==> src/rtl/mem_port_arbiter.sv <==
// Arbitrates one fixed-latency single-port memory between the IF and DM pipeline stages.
// Define ARB_STARVE_GUARD_EN to let a pending IF request win after STARVE_LIMIT consecutive DM grants.
module mem_port_arbiter #(
  parameter int ADDR_WIDTH   = 32,
  parameter int DATA_WIDTH   = 32,
  parameter int MEM_LATENCY  = 2,
  parameter int STARVE_LIMIT = 4
) (
  input  logic                    clk,
  input  logic                    rstn,
  input  logic                    if_req,
  input  logic [ADDR_WIDTH-1:0]   if_addr,
  output logic [DATA_WIDTH-1:0]   if_rdata,
  output logic                    if_valid,
  output logic                    if_stall,
  input  logic                    dm_req,
  input  logic                    dm_we,
  input  logic [ADDR_WIDTH-1:0]   dm_addr,
  input  logic [DATA_WIDTH-1:0]   dm_wdata,
  input  logic [DATA_WIDTH/8-1:0] dm_be,
  output logic [DATA_WIDTH-1:0]   dm_rdata,
  output logic                    dm_valid,
  output logic                    dm_stall,
  output logic                    mem_en,
  output logic                    mem_we,
  output logic [ADDR_WIDTH-1:0]   mem_addr,
  output logic [DATA_WIDTH-1:0]   mem_wdata,
  output logic [DATA_WIDTH/8-1:0] mem_be,
  input  logic [DATA_WIDTH-1:0]   mem_rdata
);

  localparam int CNT_WIDTH = (MEM_LATENCY > 1) ? $clog2(MEM_LATENCY) : 1;
  localparam logic [CNT_WIDTH-1:0] CNT_LOAD = CNT_WIDTH'(MEM_LATENCY - 1);

  typedef enum logic {IDLE, BUSY} state_t;
  typedef enum logic {OWN_IF, OWN_DM} owner_t;

  state_t               state, state_next;
  owner_t               owner, owner_next;
  logic [CNT_WIDTH-1:0] cnt, cnt_next;

  logic done, if_done, dm_done, port_free;
  logic if_pend, dm_pend, force_if;
  logic grant_if, grant_dm, dm_write;

  // The completing owner is excluded from the grant so its finished request is never reissued.
  assign done      = rstn && (state == BUSY) && (cnt == '0);
  assign if_done   = done && (owner == OWN_IF);
  assign dm_done   = done && (owner == OWN_DM);
  assign port_free = rstn && ((state == IDLE) || done);
  assign if_pend   = port_free && if_req && !if_done;
  assign dm_pend   = port_free && dm_req && !dm_done;
  assign grant_dm  = dm_pend && !force_if;
  assign grant_if  = if_pend && !grant_dm;
  assign dm_write  = grant_dm && dm_we;

`ifdef ARB_STARVE_GUARD_EN
  localparam int SCNT_WIDTH = $clog2(STARVE_LIMIT + 1);
  localparam logic [SCNT_WIDTH-1:0] SCNT_MAX = SCNT_WIDTH'(STARVE_LIMIT);

  logic [SCNT_WIDTH-1:0] scnt;

  assign force_if = (scnt == SCNT_MAX) && if_pend && dm_pend;

  // Counts DM grants taken while IF was waiting; saturates at the limit.
  always_ff @(posedge clk or negedge rstn) begin
    if (!rstn) begin
      scnt <= '0;
    end else if (grant_if) begin
      scnt <= '0;
    end else if (grant_dm && if_req && !if_done && (scnt != SCNT_MAX)) begin
      scnt <= scnt + SCNT_WIDTH'(1);
    end
  end
`else
  assign force_if = 1'b0;
`endif

  always_ff @(posedge clk or negedge rstn) begin
    if (!rstn) begin
      state <= IDLE;
      owner <= OWN_IF;
      cnt   <= '0;
    end else begin
      state <= state_next;
      owner <= owner_next;
      cnt   <= cnt_next;
    end
  end

  always_comb begin
    state_next = state;
    owner_next = owner;
    cnt_next   = cnt;
    mem_en     = grant_if || grant_dm;
    mem_we     = dm_write;
    mem_addr   = '0;
    mem_wdata  = '0;
    mem_be     = '0;
    if_valid   = if_done;
    if_rdata   = '0;
    dm_valid   = dm_done || dm_write;
    dm_rdata   = '0;
    if_stall   = 1'b0;
    dm_stall   = 1'b0;

    if (state == BUSY) begin
      if (cnt == '0) begin
        state_next = IDLE;
      end else begin
        cnt_next = cnt - CNT_WIDTH'(1);
      end
    end

    // A new read overrides the completion return to IDLE, giving zero-bubble handover.
    if (grant_if || (grant_dm && !dm_we)) begin
      state_next = BUSY;
      owner_next = grant_dm ? OWN_DM : OWN_IF;
      cnt_next   = CNT_LOAD;
    end

    if (grant_dm) begin
      mem_addr = dm_addr;
      if (dm_we) begin
        mem_wdata = dm_wdata;
        mem_be    = dm_be;
      end else begin
        mem_be = '1;
      end
    end else if (grant_if) begin
      mem_addr = if_addr;
      mem_be   = '1;
    end

    if (if_done) begin
      if_rdata = mem_rdata;
    end
    if (dm_done) begin
      dm_rdata = mem_rdata;
    end

    if_stall = rstn && if_req && !if_valid;
    dm_stall = rstn && dm_req && !dm_valid;
  end

endmodule

==> config.mk <==
export PLATFORM = sky130hd
export DESIGN_NAME = mem_port_arbiter
export DESIGN_NICKNAME = d
export VERILOG_FILES = /design/src/rtl/mem_port_arbiter.sv
export SDC_FILE = /design/constraint.sdc
export NUM_CORES = 1
export LEC_CHECK = 0
export ABC_AREA = 0
export CAP_MARGIN = 20
export CORE_AREA = 2 2 108 110
export CTS_BUF_LIST = sky130_fd_sc_hd__clkbuf_8
export DETAILED_ROUTE_END_ITERATION = 12
export DIE_AREA = 0 0 110 112
export SLEW_MARGIN = 30
export SYNTH_ARGS = -nofsm -noshare
export SYNTH_HDL_FRONTEND = slang
export SYNTH_SLANG_ARGS = --single-unit
==> constraint.sdc <==
create_clock -name clk -period 2.8 [get_ports clk]
set_input_delay 0.28 -clock clk [delete_from_list [all_inputs] [get_ports clk]]
set_output_delay 0.28 -clock clk [all_outputs]
set_load 0.02 [all_outputs]
=== Yosys cells after proc, flatten, opt, wreduce, memory -nomap -nowiden ===
Cells that the tools add are included.

* $add $sub $neg: 1
* Bitwise logic cells: 3
* Multiplexer cells: 16
* Reduce and logical (&&, ||, !) cells: 26

{| class="wikitable"
|+ Operator list
! operator !! number
|-
| two-way mux 32 bit || 6
|-
| logical AND 1 bit || 16
|-
| two-way mux 4 bit || 3
|-
| two-way mux 1 bit || 7
|-
| logical NOT 1 bit || 5
|-
| logical OR 1 bit || 4
|-
| inverter 1 bit || 3
|-
| nonzero test 2 bit || 1
|-
| subtractor 1 bit, second input constant || 1
|}

* Word-level logic and storage cells: 49
* Register bits: 3
* Output and inout bits: 138

=== Logic depth before layout (Yosys ltp) ===
* Depth after elaboration: 10
* Gate-level depth with buffers: 4

=== Least setup slack after synthesis ===
No wires, ideal clock.

* Path kind: register to output
* Start point: register state
* End point: output port mem_be[0]
* Arrival time: 1.730 ns
* Slack: 0.790 ns
* Path buffers: 0
* Stages on the path, launching flop included: 3
* Required time: 2.520 ns
* Cells stage by stage: dfrtp_1 > o32ai_1 > o21a_1

* Longest elaborated chain between the ends: 10

{| class="wikitable"
|+ Ends and longest elaborated chain
! item !! line !! RTL
|-
| from (decl) || 38 || <nowiki>state_t state, state_next;</nowiki>
|-
| from (signal assigned) || 85 || <nowiki>state <= state_next;</nowiki>
|-
| logical AND 1 bit (2 in a row) || 47 || <nowiki>assign done = rstn && (state == BUSY) && (cnt == '0);</nowiki>
|-
| logical OR 1 bit || 50 || <nowiki>assign port_free = rstn && ((state == IDLE) || done);</nowiki>
|-
| logical AND 1 bit || 50 ||
|-
| logical AND 1 bit (2 in a row) || 52 || <nowiki>assign dm_pend = port_free && dm_req && !dm_done;</nowiki>
|-
| logical NOT 1 bit || 54 || <nowiki>assign grant_if = if_pend && !grant_dm;</nowiki>
|-
| logical AND 1 bit || 54 ||
|-
| two-way mux 4 bit || 130 || <nowiki>end else if (grant_if) begin</nowiki>
|-
| two-way mux 4 bit * || 122 || <nowiki>if (grant_dm) begin</nowiki>
|-
| to (decl) || 28 || <nowiki>output logic [DATA_WIDTH/8-1:0] mem_be,</nowiki>
|}

Every way passes the cells marked *; elsewhere a longest branch is shown, timed or not.

=== Worst setup path after layout ===
* Start point: register cnt
* End point: output port mem_addr[20]

* Longest elaborated chain between the ends: 10

{| class="wikitable"
|+ Ends and longest elaborated chain
! item !! line !! RTL
|-
| from (decl) || 40 || <nowiki>logic [CNT_WIDTH-1:0] cnt, cnt_next;</nowiki>
|-
| from (signal assigned) || 87 || <nowiki>cnt <= cnt_next;</nowiki>
|-
| inverter 1 bit * || -- ||
|-
| logical AND 1 bit * || 47 ||
|-
| logical OR 1 bit || 50 ||
|-
| logical AND 1 bit || 50 ||
|-
| logical AND 1 bit (2 in a row) || 52 ||
|-
| logical NOT 1 bit || 54 ||
|-
| logical AND 1 bit || 54 ||
|-
| two-way mux 32 bit || 130 ||
|-
| two-way mux 32 bit * || 122 ||
|-
| to (decl) || 26 || <nowiki>output logic [ADDR_WIDTH-1:0] mem_addr,</nowiki>
|}

Marks and branches as above.

==> results.py <==
metrics = {
    "yosys": {
        "synth_cell_types": 19,
        "synth_nets": 317,
        "synth_edf_count": 0,
        "ys_top_cells_by_count": "64 x and2_1, 34 x a22o_1, 33 x and3_1, 15 x clkbuf_1, 5 x o21a_1",
        "synth-seq-area-share": 0.0615,
        "yosys.area_share.simple": 0.554,
        "muxShareOfSynthArea": 0.00821,
        "ys_dominant_reg_cell": "dfrtp_1",
        "synthAdderAreaFrac": 0,
        "yosys_register_bits": 3,
        "post-synth-top-count-cell": "and2_1",
        "yosys_warnings": 0,
        "syn_inst": 180,
        "synth_area_mm2": 0.00122,
        "async_reset_ff_frac": 1.00,
        "synth_top_area_cell": "and2_1",
        "synth_compound_area_frac": 0.309,
        "synthTopCellsByArea": "and2_1 33%, a22o_1 24%, and3_1 17%",
        "synth_top_family_by_area": "simple AND/OR/NAND/NOR gates",
        "synth_xor_xnor_area_share": 0,
        "synth_top_area_frac": 0.328,
        "syn_area_per_cell_um2": 6.78,
    },
    "cts": {
        "path_clk_slew_ns": 0.03,
        "cts_made_buffers": 3,
        "htreeDepth": 1,
        "cts_setup_buffers": 0,
        "cts_root_buf": "clkbuf_8",
        "worstSkewPairLatency_ns": 0.21,
        "cts_max_path_buffers": 2,
        "cts.sinks": 3,
        "tritoncts": "done",
    },
    "detailed_routing": {
        "vias_per_cell": 4.06,
        "vias": 2407,
        "dr.pass1.iters": 4,
        "drc": 0,
        "antenna_left": 0,
        "drtIter0Drc": 86,
        "wl_per_cell_um": 15.0,
        "wirelength_um": 8890,
    },
    "pwr": {
        "p_int_mw": 0.950,
        "seq_power_share": 0.065,
        "ir_drop_v": 0.000218,
        "clkPwrFrac": 0.070,
        "pwr-share-comb": 0.865,
        "p_sw_mw": 0.790,
        "powerDensity_mw_per_mm2": 410,
        "swShare": 0.454,
        "power_leakage_nw": 1.72,
    },
    "timing": {
        "clock_skew_ns": 0.000129,
        "period_share": 0.906,
        "fin_setup_tns_ns": 0,
        "max_freq_mhz": 394,
        "worstMarginPinSlew_ns": 0.290,
        "drv_slew": 0,
        "max_slew_margin": 0.807,
        "hold_violations": 0,
        "rsz0062_at_grt": "false",
        "finalSetupViolCount": 0,
        "fin_crit_ns": 2.54,
    },
    "layout": {
        "nFillCells": 1156,
        "diodes": 0,
        "layout.nets": 588,
        "area_growth_pct": 248,
        "fin_area_mm2": 0.00424,
        "drive_gt1_frac": 0.0422,
    },
    "worst_setup_path": {
        "path_buf_inv": 2,
        "ff2ff_path_depth": 4,
        "path_cells": "nand2b_1 -> a211oi_4 -> buf_12 -> a22o_1 -> clkdlybuf4s50_1",
        "crit_type": "reg -> out",
        "cp_top_family": "buffers and inverters",
        "slowest_delay_ns": 0.63,
        "worstPathArrival_ns": 2.26,
        "crit_path_end_kind": "primary output",
        "critPathSlowestCell": "clkdlybuf4s50_1",
        "cp.required_ns": 2.52,
        "worstPathMaxFanout": 33,
        "start_kind": "register",
        "crit_cells": 5,
    },
    "status": {
        "status": "finished, final reports clean",
    },
    "floorplan": {
        "ios": 275,
        "die_x_um": 110,
        "initial_core_util": 0.109,
        "placementRows": 39,
        "die_area_mm2": 0.0123,
        "core-area_mm2": 0.0112,
        "die_h_um": 112,
    },
    "placement": {
        "gp_congestion": 0.786,
        "io_buffer_count": 274,
        "hpwl_um": 7840,
        "place_area_mm2": 0.00418,
    },
    "flow_run": {
        "maxCapViolCount": 0,
    },
    "global_routing": {
        "grt_pass1_wl_um": 12500,
        "antenna_found_initial": 0,
        "grt_max_degree": 34,
        "grt_usage": 0.128,
        "overflow": 0,
        "grt_pass1_vias": 2467,
    },
    "worst_hold_path": {
        "hold_path.class": "in -> async",
    },
}
-- final timing paths --
path / start / to / slack (ns)
max in group asynchronous: rstn / owner / 2.07
max: cnt / mem_addr[20] / 0.26
max reg2reg: cnt / owner / 1.29
min in group clk: cnt / cnt / 0.65
min: rstn / state / 0.59
min reg2reg: cnt / cnt / 0.65
-- power by group through the flow --
stage / clock, mW / sequential, mW / combinational [mW]
after floorplan: 0 / 0.0982 / 0.710
after global placement: 0 / 0.112 / 1.51
after detailed placement: 0 / 0.114 / 1.52
after CTS: 0.123 / 0.114 / 1.53
after global routing: 0.126 / 0.118 / 1.60
final: 0.121 / 0.114 / 1.51
-- worst register-to-register path, delay by kind of cell (launching register included) --
| family | cells | cell delay [ns] |
|---|---|---|
| and+or+nand+nor | 1 | 0.26 |
| buffers and inverters | 1 | 0.22 |
| DFF | 1 | 0.43 |
| AOI/OAI and AO/OA | 2 | 0.49 |
-- layer usage --
layer  wire, um  up-vias  track usage
met1       3020     1056        0.127
met4         19        0       0.0101
met3       1120        2       0.0345
li1           -     1178            -
met5          0        -            0
met2       4730      171        0.262
-- cell families after synthesis --
kind of cell	count (synthesis)
muxes	1
and+or+nand+nor	111
DFF	3
AOI/OAI and AO/OA	44
buffers and inverters	21
-- cell type report --
| type | count | area [um^2] | area share |
|---|---|---|---|
| clock inverter | 1 | 3.75 | 0.000885 |
| sequential | 3 | 75.1 | 0.0177 |
| multi-input combinational | 156 | 1070 | 0.253 |
| timing repair buffer | 284 | 2860 | 0.673 |
| tap | 143 | 179 | 0.0422 |
| clock buffer | 3 | 41.3 | 0.00974 |
| inverter | 3 | 11.3 | 0.00266 |
-- placed cells by master, fill, tap and decap left out --
| cell | count |
|---|---|
| a211oi_4 | 1 |
| a22o_1 | 34 |
| and2_1 | 64 |
| and3_1 | 33 |
| buf_12 | 3 |
| buf_4 | 8 |
| clkbuf_8 | 3 |
| clkdlybuf4s50_1 | 271 |
| dfrtp_1 | 3 |
| dlygate4sd3_1 | 1 |
| dlymetal6s2s_1 | 1 |
| inv_1 | 4 |
| mux2i_1 | 1 |
| nand2_1 | 4 |
| nand2b_1 | 2 |
| nor2_1 | 2 |
| nor2_2 | 2 |
| nor2b_1 | 1 |
| nor3_1 | 2 |
| nor3_2 | 1 |
| o21a_1 | 5 |
| o21ai_0 | 1 |
| o21ai_1 | 1 |
| o21ba_2 | 1 |
| o32ai_1 | 1 |
-- through the flow --
stage	utilization	power (mW)	worst slack [ns]	std cells	hold WS, ns
after floorplan	-	0.809	0.790	180	-0.0156
after global placement	0.374	1.62	0.135	588	0.542
after detailed placement	0.374	1.64	0.104	588	0.556
after CTS	0.378	1.76	0.0978	592	0.334
after global routing	0.379	1.85	0.166	593	0.654
final	0.379	1.74	0.264	593	0.589
-- repair_timing --
action                                  4_1_cts  5_1_grt
endpoints found under the setup margin        0        1
hold endpoints to repair                      0        3
hold buffers                                  0        1
resized for setup                             0        1
-- registers in the layout, summed over array words and instances (netlist names) --
| signal | flops |
|---|---|
| state | 1 |
| cnt | 1 |
| owner | 1 |
No activity file was read; power rests on OpenSTA's default activity.
